==> src/rtl/checker_fetch_if.sv <==
// Read request/completion port and output word stream of checker_fetch.
// master = fetch engine side; slave = memory completer and stream consumer side.
`timescale 1ns/1ps
interface checker_fetch_if;
   logic        rd_req_valid;
   logic        rd_req_ready;
   logic [63:0] rd_req_addr;
   logic [4:0]  rd_req_len;
   logic        rd_cpl_valid;
   logic [31:0] rd_cpl_data;
   logic        rd_cpl_last;
   logic        rd_cpl_err;
   logic        out_valid;
   logic        out_ready;
   logic [31:0] out_data;

   modport master (
      output rd_req_valid, rd_req_addr, rd_req_len,
      input  rd_req_ready,
      input  rd_cpl_valid, rd_cpl_data, rd_cpl_last, rd_cpl_err,
      output out_valid, out_data,
      input  out_ready
   );

   modport slave (
      input  rd_req_valid, rd_req_addr, rd_req_len,
      output rd_req_ready,
      output rd_cpl_valid, rd_cpl_data, rd_cpl_last, rd_cpl_err,
      input  out_valid, out_data,
      output out_ready
   );
endinterface

==> src/rtl/checker_fetch.sv <==
// Burst read-fetch engine: 4 KiB-safe bursts gated by output FIFO credit, in-order word stream.
// Optional completion timeout in WAIT is enabled by defining CHECKER_FETCH_TIMEOUT_EN.
`timescale 1ns/1ps
module checker_fetch #(
   parameter int BURST_WORDS    = 8,
   parameter int FIFO_DEPTH     = 16,
   parameter int TIMEOUT_CYCLES = 1024
) (
   input  logic            sys_clk,
   input  logic            sys_rst,
   input  logic            start,
   input  logic [63:0]     address,
   input  logic [15:0]     length,
   output logic            busy,
   output logic            done,
   output logic            error,
   checker_fetch_if.master bus
);
   localparam int AW = $clog2(FIFO_DEPTH);
   localparam int CW = AW + 1;

   typedef enum logic [2:0] {S_IDLE, S_REQ, S_WAIT, S_DRAIN, S_ERR} state_t;

   state_t        state_q, state_d;
   logic [61:0]   addr_q, addr_d;
   logic [15:0]   rem_q, rem_d;
   logic [4:0]    chunk_q, chunk_d;
   logic [4:0]    beat_cnt_q, beat_cnt_d;
   logic          req_vld_q, req_vld_d;
   logic [63:0]   req_addr_q, req_addr_d;
   logic [4:0]    req_len_q, req_len_d;
   logic          done_q, done_d;
   logic          error_q, error_d;
   logic [AW-1:0] wr_ptr_q, wr_ptr_d;
   logic [AW-1:0] rd_ptr_q, rd_ptr_d;
   logic [CW-1:0] cnt_q, cnt_d;
   logic [31:0]   mem_q [FIFO_DEPTH];

   logic          accept, req_hs, beat, beat_ok, final_ok, fail;
   logic          push, pop, drain_done, timeout_hit;
   logic [10:0]   limit;
   logic [16:0]   next_chunk;
   logic [CW-1:0] free_d;
   logic          unused_bits;

   assign unused_bits = ^{address[1:0], next_chunk[16:5]};

   // The done cycle is excluded so a start coincident with done is dropped.
   assign accept     = start && (state_q == S_IDLE || state_q == S_ERR) && !done_q;
   assign req_hs     = req_vld_q && bus.rd_req_ready;
   assign beat       = bus.rd_cpl_valid && (state_q == S_WAIT);
   assign beat_ok    = beat && !bus.rd_cpl_err && ((beat_cnt_q == 5'd1) == bus.rd_cpl_last);
   assign final_ok   = beat_ok && (beat_cnt_q == 5'd1);
   assign fail       = (beat && !beat_ok) || timeout_hit;
   assign push       = beat_ok;
   assign pop        = bus.out_valid && bus.out_ready;
   assign drain_done = (cnt_q == '0) || ((cnt_q == CW'(1)) && pop);

`ifdef CHECKER_FETCH_TIMEOUT_EN
   localparam int TW = $clog2(TIMEOUT_CYCLES + 1);
   logic [TW-1:0] tmo_q, tmo_d;

   assign tmo_d       = (state_q == S_WAIT && !beat) ? tmo_q + TW'(1) : '0;
   assign timeout_hit = (state_q == S_WAIT) && !beat && (tmo_q == TW'(TIMEOUT_CYCLES - 1));

   always_ff @(posedge sys_clk) begin
      if (!sys_rst) tmo_q <= '0;
      else          tmo_q <= tmo_d;
   end
`else
   assign timeout_hit = 1'b0;
`endif

   always_comb begin
      cnt_d    = cnt_q + CW'(push) - CW'(pop);
      wr_ptr_d = wr_ptr_q + AW'(push);
      rd_ptr_d = rd_ptr_q + AW'(pop);
      if (fail) begin
         cnt_d    = '0;
         wr_ptr_d = '0;
         rd_ptr_d = '0;
      end
   end

   always_comb begin
      addr_d     = addr_q;
      rem_d      = rem_q;
      chunk_d    = chunk_q;
      beat_cnt_d = beat_cnt_q;
      if (accept) begin
         addr_d = address[63:2];
         rem_d  = length;
      end else if (final_ok) begin
         addr_d = addr_q + {57'd0, chunk_q};
         rem_d  = rem_q - {11'd0, chunk_q};
      end
      if (req_hs) begin
         chunk_d    = req_len_q;
         beat_cnt_d = req_len_q;
      end else if (beat_ok) begin
         beat_cnt_d = beat_cnt_q - 5'd1;
      end
   end

   // Size of the next burst, from the values the engine will hold next cycle.
   always_comb begin
      limit      = 11'd1024 - {1'b0, addr_d[9:0]};
      next_chunk = 17'(BURST_WORDS);
      if ({1'b0, rem_d} < next_chunk)  next_chunk = {1'b0, rem_d};
      if ({6'd0, limit} < next_chunk)  next_chunk = {6'd0, limit};
   end

   assign free_d = CW'(FIFO_DEPTH) - cnt_d;

   always_comb begin
      state_d = state_q;
      unique case (state_q)
         S_IDLE, S_ERR: begin
            if (accept) state_d = (length == 16'd0) ? S_DRAIN : S_REQ;
            else        state_d = S_IDLE;
         end
         S_REQ:   if (req_hs) state_d = S_WAIT;
         S_WAIT: begin
            if (fail)          state_d = S_ERR;
            else if (final_ok) state_d = (rem_q == {11'd0, chunk_q}) ? S_DRAIN : S_REQ;
         end
         S_DRAIN: if (drain_done) state_d = S_IDLE;
         default: state_d = S_IDLE;
      endcase
   end

   always_comb begin
      done_d  = (state_q == S_DRAIN) && drain_done;
      error_d = error_q;
      if (accept)    error_d = 1'b0;
      else if (fail) error_d = 1'b1;
      // Credit check: only request when the whole burst fits in the FIFO.
      req_vld_d  = (state_d == S_REQ) && ({{(17-CW){1'b0}}, free_d} >= next_chunk);
      req_addr_d = {addr_d, 2'b00};
      req_len_d  = next_chunk[4:0];
   end

   always_ff @(posedge sys_clk) begin
      if (!sys_rst) begin
         state_q    <= S_IDLE;
         addr_q     <= '0;
         rem_q      <= '0;
         chunk_q    <= '0;
         beat_cnt_q <= '0;
         req_vld_q  <= 1'b0;
         req_addr_q <= '0;
         req_len_q  <= '0;
         done_q     <= 1'b0;
         error_q    <= 1'b0;
         wr_ptr_q   <= '0;
         rd_ptr_q   <= '0;
         cnt_q      <= '0;
      end else begin
         state_q    <= state_d;
         addr_q     <= addr_d;
         rem_q      <= rem_d;
         chunk_q    <= chunk_d;
         beat_cnt_q <= beat_cnt_d;
         req_vld_q  <= req_vld_d;
         req_addr_q <= req_addr_d;
         req_len_q  <= req_len_d;
         done_q     <= done_d;
         error_q    <= error_d;
         wr_ptr_q   <= wr_ptr_d;
         rd_ptr_q   <= rd_ptr_d;
         cnt_q      <= cnt_d;
      end
   end

   always_ff @(posedge sys_clk) begin
      if (push) mem_q[wr_ptr_q] <= bus.rd_cpl_data;
   end

   assign bus.rd_req_valid = req_vld_q;
   assign bus.rd_req_addr  = req_addr_q;
   assign bus.rd_req_len   = req_len_q;
   assign bus.out_valid    = (cnt_q != '0);
   assign bus.out_data     = bus.out_valid ? mem_q[rd_ptr_q] : 32'd0;
   assign busy             = (state_q == S_REQ) || (state_q == S_WAIT) || (state_q == S_DRAIN);
   assign done             = done_q;
   assign error            = error_q;
endmodule
==> src/flat_wrapper.sv <==
// flat-port wrapper written by rule: the top's interface ports become plain ports
module checker_fetch_flat 
#(
   parameter int BURST_WORDS    = 8,
   parameter int FIFO_DEPTH     = 16,
   parameter int TIMEOUT_CYCLES = 1024
)
  (sys_clk, sys_rst, start, address, length, busy, done, error, bus_rd_req_valid, bus_rd_req_addr, bus_rd_req_len, bus_rd_req_ready, bus_rd_cpl_valid, bus_rd_cpl_data, bus_rd_cpl_last, bus_rd_cpl_err, bus_out_valid, bus_out_data, bus_out_ready);
  checker_fetch_if bus_i ();
  input  logic sys_clk;
  input  logic sys_rst;
  input  logic start;
  input  logic [63:0] address;
  input  logic [15:0] length;
  output logic busy;
  output logic done;
  output logic error;
  output wire logic [$bits(bus_i.rd_req_valid)-1:0] bus_rd_req_valid;
  output wire logic [$bits(bus_i.rd_req_addr)-1:0] bus_rd_req_addr;
  output wire logic [$bits(bus_i.rd_req_len)-1:0] bus_rd_req_len;
  input wire logic [$bits(bus_i.rd_req_ready)-1:0] bus_rd_req_ready;
  input wire logic [$bits(bus_i.rd_cpl_valid)-1:0] bus_rd_cpl_valid;
  input wire logic [$bits(bus_i.rd_cpl_data)-1:0] bus_rd_cpl_data;
  input wire logic [$bits(bus_i.rd_cpl_last)-1:0] bus_rd_cpl_last;
  input wire logic [$bits(bus_i.rd_cpl_err)-1:0] bus_rd_cpl_err;
  output wire logic [$bits(bus_i.out_valid)-1:0] bus_out_valid;
  output wire logic [$bits(bus_i.out_data)-1:0] bus_out_data;
  input wire logic [$bits(bus_i.out_ready)-1:0] bus_out_ready;
  assign bus_rd_req_valid = bus_i.rd_req_valid;
  assign bus_rd_req_addr = bus_i.rd_req_addr;
  assign bus_rd_req_len = bus_i.rd_req_len;
  assign bus_i.rd_req_ready = bus_rd_req_ready;
  assign bus_i.rd_cpl_valid = bus_rd_cpl_valid;
  assign bus_i.rd_cpl_data = bus_rd_cpl_data;
  assign bus_i.rd_cpl_last = bus_rd_cpl_last;
  assign bus_i.rd_cpl_err = bus_rd_cpl_err;
  assign bus_out_valid = bus_i.out_valid;
  assign bus_out_data = bus_i.out_data;
  assign bus_i.out_ready = bus_out_ready;
  checker_fetch #(.BURST_WORDS(BURST_WORDS), .FIFO_DEPTH(FIFO_DEPTH), .TIMEOUT_CYCLES(TIMEOUT_CYCLES)) u_core (.sys_clk(sys_clk), .sys_rst(sys_rst), .start(start), .address(address), .length(length), .busy(busy), .done(done), .error(error), .bus(bus_i));
endmodule
==> config.mk <==
export PLATFORM = sky130hd
export DESIGN_NAME = checker_fetch_flat
export DESIGN_NICKNAME = d
export VERILOG_FILES = /design/src/rtl/checker_fetch_if.sv /design/src/rtl/checker_fetch.sv /design/src/flat_wrapper.sv
export SDC_FILE = /design/constraint.sdc
export NUM_CORES = 1
export LEC_CHECK = 0
export BUFFER_PORTS_ARGS = -buffer_cell sky130_fd_sc_hd__clkbuf_2
export CAP_MARGIN = 30
export CELL_PAD_IN_SITES_DETAIL_PLACEMENT = 1
export CELL_PAD_IN_SITES_GLOBAL_PLACEMENT = 2
export CORE_ASPECT_RATIO = 1.75
export CORE_MARGIN = 5
export CORE_UTILIZATION = 49
export CTS_BUF_LIST = sky130_fd_sc_hd__clkbuf_4 sky130_fd_sc_hd__clkbuf_8
export CTS_CLUSTER_SIZE = 25
export DETAILED_ROUTE_END_ITERATION = 10
export PLACE_DENSITY_LB_ADDON = 0.05
export SLEW_MARGIN = 30
export SYNTH_ARGS = -nofsm -noshare
export SYNTH_HDL_FRONTEND = slang
export SYNTH_SLANG_ARGS = --single-unit
==> constraint.sdc <==
create_clock -name sys_clk -period 12.45 [get_ports sys_clk]
set_clock_uncertainty 0.15 [all_clocks]
set_input_delay 1.8675 -clock sys_clk [delete_from_list [all_inputs] [get_ports sys_clk]]
set_output_delay 1.8675 -clock sys_clk [all_outputs]
set_load 0.05 [all_outputs]
==> impl_results.md, run 1 <==
* Critical Path End: u_core.bus.rd_req_valid
* Required arrival time at the worst endpoint at 12.89 ns
* Die height at 318.0 µm
* Syn Std Cell Area at ~27000 µm²
* Share of the clock period used by the worst path at 0.6361
* Area contributors post-synth: sky130_fd_sc_hd__edfxtp_1 58%, sky130_fd_sc_hd__mux4_2 14%, sky130_fd_sc_hd__dfxtp_1 8.4%
* GR Overflow Total at 0
* Synth async-reset ratio at 0
* Hold violation count in the final report at 0
* Post-route total power at 5.567 mW
* Clock tree from TritonCTS: done
* Worst rel slew slack at 0.3946
* Cell count of the worst reg-to-reg path at 27
* Final worst hold slack at 0.3429 ns
* Clock period minus worst slack at 7.920 ns
* Total buffers and inverters traversed by the critical path at 3
* Min-Delay Path Class: flip-flop to flip-flop
* DIE AREA at 59130 µm²
* Worst reg2reg setup slack at 5.24 ns
* Accumulated negative setup slack at 0 ns
* Count of pins on the block boundary at 226
* DRT Wirelength at 71970 µm
* Average cell area after synthesis at 15.72 µm²
* Number of buffers inserted for hold repair after clock tree synthesis at 0
* Number of buffers inserted by post-CTS setup repair at 0
* Flip-flop and latch count after synthesis at ~620
* Cell seen most often among critical-path stages: sky130_fd_sc_hd__a21o_1
* First-pass GRT wire length at 108100 µm
* Gpl congestion at 0.8109
* Number of cells traversed by the worst hold path at 2
* Sort of element at the end of the critical path: flip-flop
* Startpoint Class: input pin
* Final setup fails at 0
* Wirelength per Cell at 26.44 µm
* Number of filler cells placed in the layout at 5174
* Pwr Density at 182.7 nW/µm²
* DR DRC count at 0
* Crit-path leading delay family: compound AO/OA/AOI/OAI gates
* Insertion delay of the later-clocked pin in the worst-skew pair at 0.68 ns
* RSZ-0062 raised after global routing: no
* Synthesized netlist cell count at 1689
* Highest fanout seen on the critical path at 71
* H-tree depth at 3
* Post-synth top area cell: sky130_fd_sc_hd__edfxtp_1
* Drt via density at between 5 and 6
* Clock Tree Root: sky130_fd_sc_hd__clkbuf_8
* Path type of the worst setup path: input pin to flip-flop
* Combined flip-flop and latch cell area at 17630 µm²
* Post-cts gate resize count at 0
* Largest net degree at the start of global routing at 72
* Vias in the first global route at 17373
* Vias at 15991
* Area delta synth->final at 14.74%
* Floorplan core area at 54010 µm²
* Yosys warning count at 0
* All-layer global routing usage at 0.2451
* Post-DRT Antenna Nets at 0
* Starting density of the core at 0.4917
* Arrival @ worst endpoint at between 8 and 9 ns
* Floorplan die width at 186.0 µm
* Number of pins with negative max-slew slack in the final report at 0
* Number of buffers between clock root and the deepest sink at 3
* Launch instance of the worst register-to-register path: u_core.beat_cnt_q[1]
* Placed Instance Area at 28600 µm²
* Detailed placement HPWL at 44450 µm
* Violation count after the first detailed-routing iteration at 1024
* Antenna violations before repair at 5
* Crit. path cell count at 26
* Total clock sinks at about 620
* Largest stage delay, worst path at 0.72 ns
* Reported max-cap violation count at 0
* Status: completed
* Share of post-route cells with drive strength above 1 at 0.2987
* Nets@finish at ~2100
* Number of iterations in the first detailed-routing pass at 4
* Critical Path Slowest Stage Cell: sky130_fd_sc_hd__buf_4
* Critical Path Source: start
* Achievable frequency at 126.3 MHz
* Core Rows at 113
* Area share of the leading cell type in the synthesized netlist at 0.5790
* Tightest Pin Transition at ~0.9 ns
* Ys flop type: sky130_fd_sc_hd__edfxtp_1
* Total CTS buffers at 89
* Count of flip-flops with a built-in enable after synthesis at 512
* Number of library cell types mapped by synthesis at 76
* Standby leakage power at roughly 10 nW
* Area taken by multi-input logic gates at 8630 µm²
* Area of all placed cells without fillers at just over 30000 µm²
* Sequential element share of the synthesized area at 0.6634
* Peak ir drop on the vdd network at 0.1500 mV
* Count of input and output buffers at between 200 and 250
* Clock-pin slew on the worst setup and hold paths at approximately 0.07 ns
* RR Endpoint: u_core.bus.rd_req_valid
==> cell usage after synthesis (21+ instances only) <==
master and instances:
sky130_fd_sc_hd__a21oi_1 76, sky130_fd_sc_hd__and3_1 30, sky130_fd_sc_hd__buf_1 21, sky130_fd_sc_hd__clkbuf_1 55
sky130_fd_sc_hd__dfxtp_1 112, sky130_fd_sc_hd__edfxtp_1 512, sky130_fd_sc_hd__ha_1 40, sky130_fd_sc_hd__inv_1 25
sky130_fd_sc_hd__mux4_2 160, sky130_fd_sc_hd__nand2_1 108, sky130_fd_sc_hd__nand3_1 35, sky130_fd_sc_hd__nor2_1 118
sky130_fd_sc_hd__nor2b_1 36, sky130_fd_sc_hd__nor3_1 33, sky130_fd_sc_hd__o21ai_0 55, sky130_fd_sc_hd__xnor2_1 26
==> per-layer routing <==
metal,part of all wire,global-route usage,wire length (µm),vias up
met2,0.55,0.4465,39460,421
met3,0.052,0.04266,3777,106
met4,0.025,0.07940,1825,2
met1,0.37,0.2911,26890,8273
li1,-,-,-,7189
met5,0.00018,0,13,-
==> layout by cell type, fill, tap and decap left out, drive strengths merged, types with 11 or more instances in the layout <==
| master | synthesis | final |
|---|---|---|
| o21ai | 56 | 56 |
| and2 | 15 | 15 |
| nor2b | 36 | 36 |
| nand4 | 15 | 15 |
| ha | 40 | 40 |
| nor2 | 119 | 119 |
| and3 | 30 | 30 |
| buf | 34 | 38 |
| xnor2 | 26 | 26 |
| inv | 25 | 27 |
| clkinv | 0 | 34 |
| nand2b | 11 | 11 |
| clkbuf | 55 | 343 |
| dfxtp | 112 | 112 |
| edfxtp | 512 | 512 |
| nand2 | 108 | 108 |
| xor2 | 19 | 19 |
| a31oi | 17 | 17 |
| mux4 | 160 | 160 |
| nor3 | 33 | 33 |
| nand3 | 36 | 36 |
| a21oi | 76 | 76 |
| nor4 | 20 | 20 |
==> final cells by class <==
class                           count  area share
Inverter                           25    0.003080
Sequential cell                   624      0.5785
Antenna cell                        3   0.0002464
Clock buffer                      122     0.04956
Timing Repair Buffer              259     0.04644
Tap cell                          690     0.02833
Clock inverter                     41     0.01059
Multi-Input combinational cell    958      0.2832
==> stage by stage <==
stage          utilization  instances  setup slack [ns]
2_1_floorplan            -       1696             5.185
3_3_place_gp        0.5295       2555             4.007
3_5_place_dp        0.5295       2555             3.849
4_1_cts             0.5634       2718             4.578
5_1_grt             0.5641       2721             4.035
6_report            0.5641       2722             4.530
==> worst register-to-register path: cells and delay by family (launching register included) <==
family	cells	cell delay, ns
compound gates	14	3.06
fa+ha+maj	3	0.73
buf+inv	2	0.45
flops	1	0.32
mux	1	0.33
simple gates	7	2.08
==> sequential cells by signal, summed over array words and instances (netlist names), 3 cells and up <==
name,cells
u_core.addr_q,62
u_core.beat_cnt_q,5
u_core.bus.rd_req_len,5
u_core.chunk_q,5
u_core.cnt_q,5
u_core.mem_q,512
u_core.rd_ptr_q,4
u_core.rem_q,16
u_core.state_q,3
u_core.wr_ptr_q,4
==> power by group <==
| part | internal [mW] | switching, mW |
|---|---|---|
| Combinational | 0.612 | 0.931 |
| Sequential | 2.30 | 0.0718 |
| Clock | 0.893 | 0.764 |
==> how the worst min path moves through the flow <==
stage | from | to
after floorplan | u_core.chunk_q[1] | u_core.chunk_q[1]
after detailed placement | u_core.bus.rd_req_len[3] | u_core.chunk_q[3]
final | u_core.bus.rd_req_len[3] | u_core.chunk_q[3]
after global placement | u_core.bus.rd_req_len[3] | u_core.chunk_q[3]
after global routing | u_core.bus.rd_req_len[3] | u_core.chunk_q[3]
after CTS | u_core.bus.rd_req_len[3] | u_core.chunk_q[3]
==> cell families (layout without fill, tap and decap cells) <==
family	count (synthesis)	after routing	synth area share
flip-flops	624	624	0.6634
AND/OR/NAND/NOR	456	456	0.08670
AO/OA/AOI/OAI	235	235	0.05621
multiplexers	170	170	0.1399
buffers and inverters	114	447	0.01748
XOR/XNOR	45	45	0.01484
adder cells (fa/ha/maj)	43	43	0.02111
other	2	12	0.0002828
No activity file was read; power rests on OpenSTA's default activity.
==> inputs of run 2 (changes only) <==
--- a/config.mk
+++ b/config.mk
@@ -11,7 +11,7 @@
 export CELL_PAD_IN_SITES_GLOBAL_PLACEMENT = 2
 export CORE_ASPECT_RATIO = 1.75
 export CORE_MARGIN = 5
-export CORE_UTILIZATION = 49
+export CORE_UTILIZATION = 41
 export CTS_BUF_LIST = sky130_fd_sc_hd__clkbuf_4 sky130_fd_sc_hd__clkbuf_8
 export CTS_CLUSTER_SIZE = 25
 export DETAILED_ROUTE_END_ITERATION = 10
==> constraint.sdc (replaced) <==
create_clock -name sys_clk -period 7 [get_ports sys_clk]
set_clock_uncertainty 0.15 [all_clocks]
set_input_delay 1.05 -clock sys_clk [delete_from_list [all_inputs] [get_ports sys_clk]]
set_output_delay 1.05 -clock sys_clk [all_outputs]
set_load 0.05 [all_outputs]
==> run 2 against run 1 <==
  * Critical path depth up 3
  * Combinational power up 85%
  * Global-route usage down 3.2 points
  * Via count up 1.8%
  * Setup slack worse by 4.2 ns
  * Count of clock-buffer cells in the layout down 1
  * Cell count up 5.8%
  * Wire length up 4.3%
  * Sequential share of layout area down 0.80 points
  * Die area up 19%
  * First-iteration DRC count down 7.4%
  * Highest routed layer unchanged
==> impl_results.md, run 2 (synthesized netlist as in run 1, its figures left out) <==
* Clock Tree Root: sky130_fd_sc_hd__clkbuf_8
* Vias in the first global route at 17646 (+1.6%)
* Reported max-cap violation count at 0 (unchanged)
* Combinational group share of total power at 0.284 (+0.007)
* Gpl congestion at 0.8218 (+1.3%)
* GR Overflow Total at 0 (unchanged)
* Clock-pin slew on the worst setup and hold paths at 0.07 ns (about the same)
* Required arrival time at the worst endpoint at 7.44 ns (-5.45 ns)
* DRT Wirelength at 75050 µm (+4.3%)
* Hold violation count in the final report at 0 (unchanged)
* Nets@finish at 2153 (+1.6%)
* Starting density of the core at 0.4128 (-0.07887)
* Most frequent cells in the layout: 512 x sky130_fd_sc_hd__edfxtp_1, 221 x sky130_fd_sc_hd__clkbuf_2, 160 x sky130_fd_sc_hd__mux4_2
* Cell-internal power at 6.772 mW (+78%)
* Worst reg2reg setup slack at 0.31 ns (-4.93 ns)
* Detailed placement HPWL at 47750 µm (+7.4%)
* Drt via density at 5.657 (-3.7%)
* Commonest non-fill, non-tap cell in the layout: sky130_fd_sc_hd__edfxtp_1
* Tightest Pin Transition at 0.8820 ns (-0.02620 ns)
* Gr busiest metal: met2
* Reported net switching power at 3.268 mW (+85%)
* Number of iterations in the first detailed-routing pass at 4 (unchanged)
* Largest stage delay, worst path at 0.58 ns (-0.14 ns)
* Final worst hold slack at 0.3419 ns (-0.001031 ns)
* Count of pins on the block boundary at 226 (unchanged)
* Insertion delay of the later-clocked pin in the worst-skew pair at 0.68 ns (about the same)
* Post-route total power at 10.04 mW (+80%)
* H-tree depth at 3 (unchanged)
* Number of buffers inserted by post-CTS setup repair at 0 (unchanged)
* Violation count after the first detailed-routing iteration at 948 (-7.4%)
* DR DRC count at 0 (unchanged)
* GRT met3 Usage at 0.03632 (-0.006337)
* Achievable frequency at approximately 150 MHz
* Die height at 346.7 µm (+9.0%)
* Standby leakage power at 10.48 nW (+1.4%)
* Clock tree from TritonCTS: done
* Core Rows at 123 (+8.8%)
* Number of buffers inserted for hold repair after clock tree synthesis at 0 (unchanged)
* Largest register by flop count: u_core.mem_q
* Total clock sinks at 624 (unchanged)
* Share of the clock period used by the worst path at 0.9551
* Launch instance of the worst register-to-register path: u_core.rem_q[0]
* Critical Path End: u_core.bus.rd_req_valid
* Worst rel slew slack at 0.4120 (+0.01747)
* Antenna violations before repair at 5 (unchanged)
* RR Endpoint: u_core.bus.rd_req_valid
* Pwr Density at 325.0 nW/µm² (+78%)
* Area delta synth->final at 16.35%
* Floorplan die width at 202.4 µm (+8.8%)
* Switching power as a share of total power at 0.3255 (+0.008177)
* Flop pwr share at 0.418 (-0.007)
* Largest net degree at the start of global routing at 81 (+13%)
* Final setup fails at 0 (unchanged)
* DIE AREA at 70160 µm² (+19%)
* Number of filler cells placed in the layout at 6386 (+23%)
* Number of pins with negative max-slew slack in the final report at 0 (unchanged)
* Clock period minus worst slack at 6.685 ns
* Count of input and output buffers at 221 (unchanged)
* Met2 capacity usage during global routing at 0.3852 (-0.06134)
* Post-placement cell count at 2707 (+5.9%)
* Number of buffers between clock root and the deepest sink at 3 (unchanged)
* Post-DRT Antenna Nets at 0 (unchanged)
* Status: completed
* Total CTS buffers at 93 (+4.5%)
* Floorplan core area at 64330 µm² (+19%)
* Cell count of the worst reg-to-reg path at 29 (+7.4%)
* Startpoint Class: flip-flop
* Arrival @ worst endpoint at 7.12 ns (-1.24 ns)
* Number of non-filler instances in the completed layout at 2879 (+5.8%)
* First-pass GRT wire length at 113300 µm (+4.8%)
* Wirelength per Cell at 26.07 µm (-1.4%)
* Path type of the worst setup path: flip-flop to flip-flop
* Sort of element at the end of the critical path: flip-flop
* Critical Path Slowest Stage Cell: sky130_fd_sc_hd__or4_4
* Highest fanout seen on the critical path at 7 (-90%)
* Top flop regs: u_core.mem_q x512, u_core.addr_q x62, u_core.rem_q x16
* Flip-flop count of the largest register after layout at 512 (unchanged)
* Min-Delay Path Class: flip-flop to flip-flop
* Share of post-route cells with drive strength above 1 at 0.3100 (+0.01137)
* Critical Path Source: u_core.rem_q[0]
* Post-cts gate resize count at 0 (unchanged)
* RSZ-0062 raised after global routing: no
* Global routing met1 resource utilization at 0.2623 (-0.02885)
* All-layer global routing usage at 0.2131 (-0.03197)
* Placed Instance Area at 29030 µm² (+1.5%)
* Vias at 16286 (+1.8%)
* Area of all placed cells without fillers at 30890 µm² (+1.4%)
* Peak ir drop on the vdd network at 0.2881 mV (+92%)
* Clock network fraction of design power at 0.298 (about the same)
==> run 2: per-layer routing <==
metal,wire length (µm),vias to the layer above
li1,-,7261
met1,30010,8490
met2,39770,416
met3,3498,117
met4,1758,2
met5,13,-
==> run 2: area by class of cell <==
| class | instances | area, µm² | area share |
|---|---|---|---|
| Tap cell | 812 | 1016 | 0.03289 |
| Multi-Input combinational cell | 958 | 8645 | 0.2798 |
| Sequential cell | 624 | 17630 | 0.5705 |
| Antenna cell | 6 | 15.01 | 0.0004860 |
| Clock inverter | 45 | 342.8 | 0.01110 |
| Inverter | 25 | 93.84 | 0.003037 |
| Timing Repair Buffer | 288 | 1665 | 0.05390 |
| Clock buffer | 121 | 1490 | 0.04823 |
==> run 2: worst min-delay path by stage <==
stage	start	endpoint	cells past startpoint
4_1_cts	u_core.addr_q[57]	u_core.addr_q[57]	2
3_3_place_gp	u_core.addr_q[57]	u_core.addr_q[57]	2
3_5_place_dp	u_core.addr_q[57]	u_core.addr_q[57]	2
2_1_floorplan	u_core.chunk_q[1]	u_core.chunk_q[1]	2
6_report	u_core.addr_q[57]	u_core.addr_q[57]	2
5_1_grt	u_core.addr_q[57]	u_core.addr_q[57]	2
==> run 2: critical path, delay by kind of cell, from the launching register on <==
family | cells | cell delay, ns
compound gates | 16 | 3.25
simple gates | 5 | 1.21
fa+ha+maj | 4 | 1.05
flops | 1 | 0.31
mux | 1 | 0.31
buf+inv | 3 | 0.29
==> run 2: per-stage QoR <==
step           worst slack, ns  setup TNS (ns)    util
2_1_floorplan           0.5524               0       -
3_3_place_gp           0.03750               0  0.4505
3_5_place_dp          -0.06042        -0.06042  0.4512
4_1_cts                 0.1846               0  0.4797
5_1_grt                0.01848               0  0.4801
6_report                0.3146               0  0.4803
==> run 2: power by group through the flow <==
stage | Combinational [mW] | Clock, mW | Sequential, mW
final | 2.85 | 2.99 | 4.20
after global routing | 3.08 | 3.27 | 4.21
after CTS | 2.92 | 3.09 | 4.20
after detailed placement | 2.91 | 0 | 4.28
after global placement | 2.85 | 0 | 4.30
after floorplan | 2.00 | 0 | 4.34
==> inputs of run 3 (changes only) <==
--- a/config.mk
+++ b/config.mk
@@ -11,7 +11,7 @@
 export CELL_PAD_IN_SITES_GLOBAL_PLACEMENT = 2
 export CORE_ASPECT_RATIO = 1.75
 export CORE_MARGIN = 5
-export CORE_UTILIZATION = 41
+export CORE_UTILIZATION = 49
 export CTS_BUF_LIST = sky130_fd_sc_hd__clkbuf_4 sky130_fd_sc_hd__clkbuf_8
 export CTS_CLUSTER_SIZE = 25
 export DETAILED_ROUTE_END_ITERATION = 10
==> constraint.sdc (replaced) <==
create_clock -name sys_clk -period 8.22 [get_ports sys_clk]
set_clock_uncertainty 0.15 [all_clocks]
set_input_delay 1.233 -clock sys_clk [delete_from_list [all_inputs] [get_ports sys_clk]]
set_output_delay 1.233 -clock sys_clk [all_outputs]
set_load 0.05 [all_outputs]
==> run 3 against run 2 <==
  * Wire length fell by 3.8%
  * Cell area fell by 1.5%
  * Register-to-register slack improved by 0.81 ns
  * First-iteration DRC count rose by 14%
  * Sequential share of layout area rose by 0.85 points
  * Global-route usage rose by 3.4 points
  * Critical path depth fell by 2
  * Setup slack improved by 0.81 ns
  * Largest cell class unchanged
  * Highest routed layer unchanged
  * Critical endpoint unchanged
  * Non-clock buffer count fell by 29
  * Cell count fell by 5.5%
==> impl_results.md, run 3 (synthesized netlist as in run 1, its figures left out) <==
* Pwr Density at 275.4 nW/µm² (-15%)
* Vias in the first global route at 17641 (-0.028%)
* Violation count after the first detailed-routing iteration at 1081 (+14%)
* DR DRC count at 0 (unchanged)
* Post-cts gate resize count at 0 (unchanged)
* Number of iterations in the first detailed-routing pass at 5 (+1)
* Sort of element at the end of the critical path: flip-flop
* Peak ir drop on the vdd network at 0.2503 mV (-13%)
* Placed Instance Area at 28650 µm² (-1.3%)
* Standby leakage power at 10.26 nW (-2.1%)
* Number of buffers inserted for hold repair after clock tree synthesis at 0 (unchanged)
* Flip-flop count of the largest register after layout at 512 (unchanged)
* Beginning of the worst hold path: u_core.bus.rd_req_len[3]
* First-pass GRT wire length at 109300 µm (-3.5%)
* Accumulated negative setup slack at 0 ns (unchanged)
* Highest fanout seen on the critical path at 11 (+4)
* Die height at 318.0 µm (-8.3%)
* Total CTS buffers at 89 (-4.3%)
* Hold violation count in the final report at 0 (unchanged)
* Wirelength per Cell at 26.52 µm (+1.7%)
* Insertion delay of the later-clocked pin in the worst-skew pair at 0.67 ns (about the same)
* Startpoint Class: flip-flop
* GR Overflow Total at 0 (unchanged)
* Starting density of the core at 0.4917 (+0.07887)
* Required arrival time at the worst endpoint at 8.65 ns (+1.21 ns)
* Clock-pin slew on the worst setup and hold paths at 0.06 ns (about the same)
* Total clock sinks at 624 (unchanged)
* Detailed placement HPWL at 44910 µm (-5.9%)
* Critical Path Source: u_core.chunk_q[0]
* Min-Delay Path Class: flip-flop to flip-flop
* Vias at 16148 (-0.85%)
* Post-DRT Antenna Nets at 0 (unchanged)
* Worst rel slew slack at 0.3507 (-0.06128)
* All-layer global routing usage at 0.2473 (+0.03425)
* Antenna violations before repair at 5 (unchanged)
* RSZ-0062 raised after global routing: no
* Core Rows at 113 (-8.1%)
* Number of buffers between clock root and the deepest sink at 3 (unchanged)
* Launch instance of the worst register-to-register path: u_core.chunk_q[0]
* Clock Tree Root: sky130_fd_sc_hd__clkbuf_8
* Floorplan core area at 54010 µm² (-16%)
* H-tree depth at 3 (unchanged)
* Clock tree from TritonCTS: done
* Count of input and output buffers at 221 (unchanged)
* Final worst hold slack at 0.3432 ns (+0.001386 ns)
* Number of pins with negative max-slew slack in the final report at 0 (unchanged)
* Final setup fails at 0 (unchanged)
* Clock period minus worst slack at 7.092 ns (+0.4062 ns)
* Reported max-cap violation count at 0 (unchanged)
* Nets@finish at 2120 (-1.5%)
* Post-route total power at 8.382 mW (-17%)
* Drt via density at 5.932 (+4.9%)
* Post-placement cell count at 2556 (-5.6%)
* Number of buffers inserted by post-CTS setup repair at 0 (unchanged)
* Largest net degree at the start of global routing at 84 (+3.7%)
* Share of the clock period used by the worst path at 0.8627 (-0.09233)
* Arrival @ worst endpoint at 7.53 ns (+0.41 ns)
* Status: completed
* Most frequent cells in the layout: 512 x sky130_fd_sc_hd__edfxtp_1, 221 x sky130_fd_sc_hd__clkbuf_2, 160 x sky130_fd_sc_hd__mux4_2
* DIE AREA at 59130 µm² (-16%)
* Commonest non-fill, non-tap cell in the layout: sky130_fd_sc_hd__edfxtp_1
* Number of non-filler instances in the completed layout at 2722 (-5.5%)
* Path type of the worst setup path: flip-flop to flip-flop
* Count of pins on the block boundary at 226 (unchanged)
* DRT Wirelength at 72170 µm (-3.8%)
* Floorplan die width at 186.0 µm (-8.1%)
* Achievable frequency at 141.0 MHz (-5.7%)
* Tightest Pin Transition at 0.9739 ns (+0.09192 ns)
* Largest register by flop count: u_core.mem_q
* Area of all placed cells without fillers at 30440 µm² (-1.5%)
* Area delta synth->final at 14.63%
* Share of post-route cells with drive strength above 1 at 0.2982 (-0.01187)
* Top flop regs: u_core.mem_q x512, u_core.addr_q x62, u_core.rem_q x16
* Gpl congestion at 0.8173 (-0.55%)
run 3: cell count changes in the layout (fill, tap and decap cells not counted), moves of 2 or more:
| cell | delta |
|---|---|
| sky130_fd_sc_hd__inv_6 | -2 |
| sky130_fd_sc_hd__clkbuf_8 | -3 |
| sky130_fd_sc_hd__clkinvlp_4 | +4 |
| sky130_fd_sc_hd__nor3_2 | -3 |
| sky130_fd_sc_hd__buf_8 | -2 |
| sky130_fd_sc_hd__diode_2 | -3 |
| sky130_fd_sc_hd__clkbuf_4 | -14 |
| sky130_fd_sc_hd__clkinv_2 | +10 |
| sky130_fd_sc_hd__clkinv_1 | +2 |
| sky130_fd_sc_hd__buf_4 | -27 |
| sky130_fd_sc_hd__nor3_4 | +3 |
run 3: layout make-up:
type                       instances  area, µm²
clock inverter                    59      417.9
fill                            5175      23570
inverter                          25      93.84
sequential                       624      17630
multi-input combinational        958       8653
tap                              690      863.3
antenna                            3      7.507
timing repair buffer             259       1433
clock buffer                     104       1344
run 3: per-layer routing:
metal | track usage | part of all wire
met5 | 0 | 0.00018
met4 | 0.09075 | 0.036
met3 | 0.04129 | 0.060
met2 | 0.4414 | 0.53
met1 | 0.2990 | 0.37
run 3: report_power, final:
part           total [mW]  internal, mW  leakage, nW  switching [mW]
registers            3.55          3.48         5.52          0.0787
logic                2.38         0.940         3.82            1.44
clock network        2.44          1.25        0.911            1.19
total                8.38          5.67         10.3            2.71
run 3: path summary, 6_finish.rpt:
path	end	slack (ns)	cells past startpoint
max	u_core.bus.rd_req_valid	1.13	27
min	u_core.chunk_q[3]	0.34	2
max reg2reg	u_core.bus.rd_req_valid	1.13	27
min reg2reg	u_core.chunk_q[3]	0.34	2
run 3: metrics by stage:
stage          setup slack (ns)  utilization
2_1_floorplan             1.589            -
3_3_place_gp             0.6726       0.5296
3_5_place_dp             0.5198       0.5305
4_1_cts                   1.057       0.5631
5_1_grt                  0.6894       0.5635
6_report                  1.128       0.5636
run 3: critical path, stage by stage, from the launching register on:
cell	delay, ns
sky130_fd_sc_hd__dfxtp_1	0.44
sky130_fd_sc_hd__ha_1	0.18
sky130_fd_sc_hd__inv_1	0.05
sky130_fd_sc_hd__fa_1	0.41
sky130_fd_sc_hd__a211o_1	0.34
sky130_fd_sc_hd__o211a_1	0.22
sky130_fd_sc_hd__o41a_1	0.38
sky130_fd_sc_hd__nor4_2	0.27
sky130_fd_sc_hd__o211ai_1	0.14
sky130_fd_sc_hd__or4_4	0.58
sky130_fd_sc_hd__nor2_4	0.25
sky130_fd_sc_hd__nand2_1	0.12
sky130_fd_sc_hd__ha_1	0.32
sky130_fd_sc_hd__a21o_1	0.19
sky130_fd_sc_hd__a21oi_1	0.14
sky130_fd_sc_hd__o21ai_0	0.08
sky130_fd_sc_hd__a221oi_1	0.43
sky130_fd_sc_hd__o21a_1	0.29
sky130_fd_sc_hd__a31o_4	0.24
sky130_fd_sc_hd__mux2_4	0.32
sky130_fd_sc_hd__ha_1	0.27
sky130_fd_sc_hd__a21o_1	0.10
sky130_fd_sc_hd__a21o_1	0.10
sky130_fd_sc_hd__a21oi_1	0.06
sky130_fd_sc_hd__nor2b_1	0.11
sky130_fd_sc_hd__o211ai_1	0.17
sky130_fd_sc_hd__a2111o_1	0.45
sky130_fd_sc_hd__o32ai_2	0.20
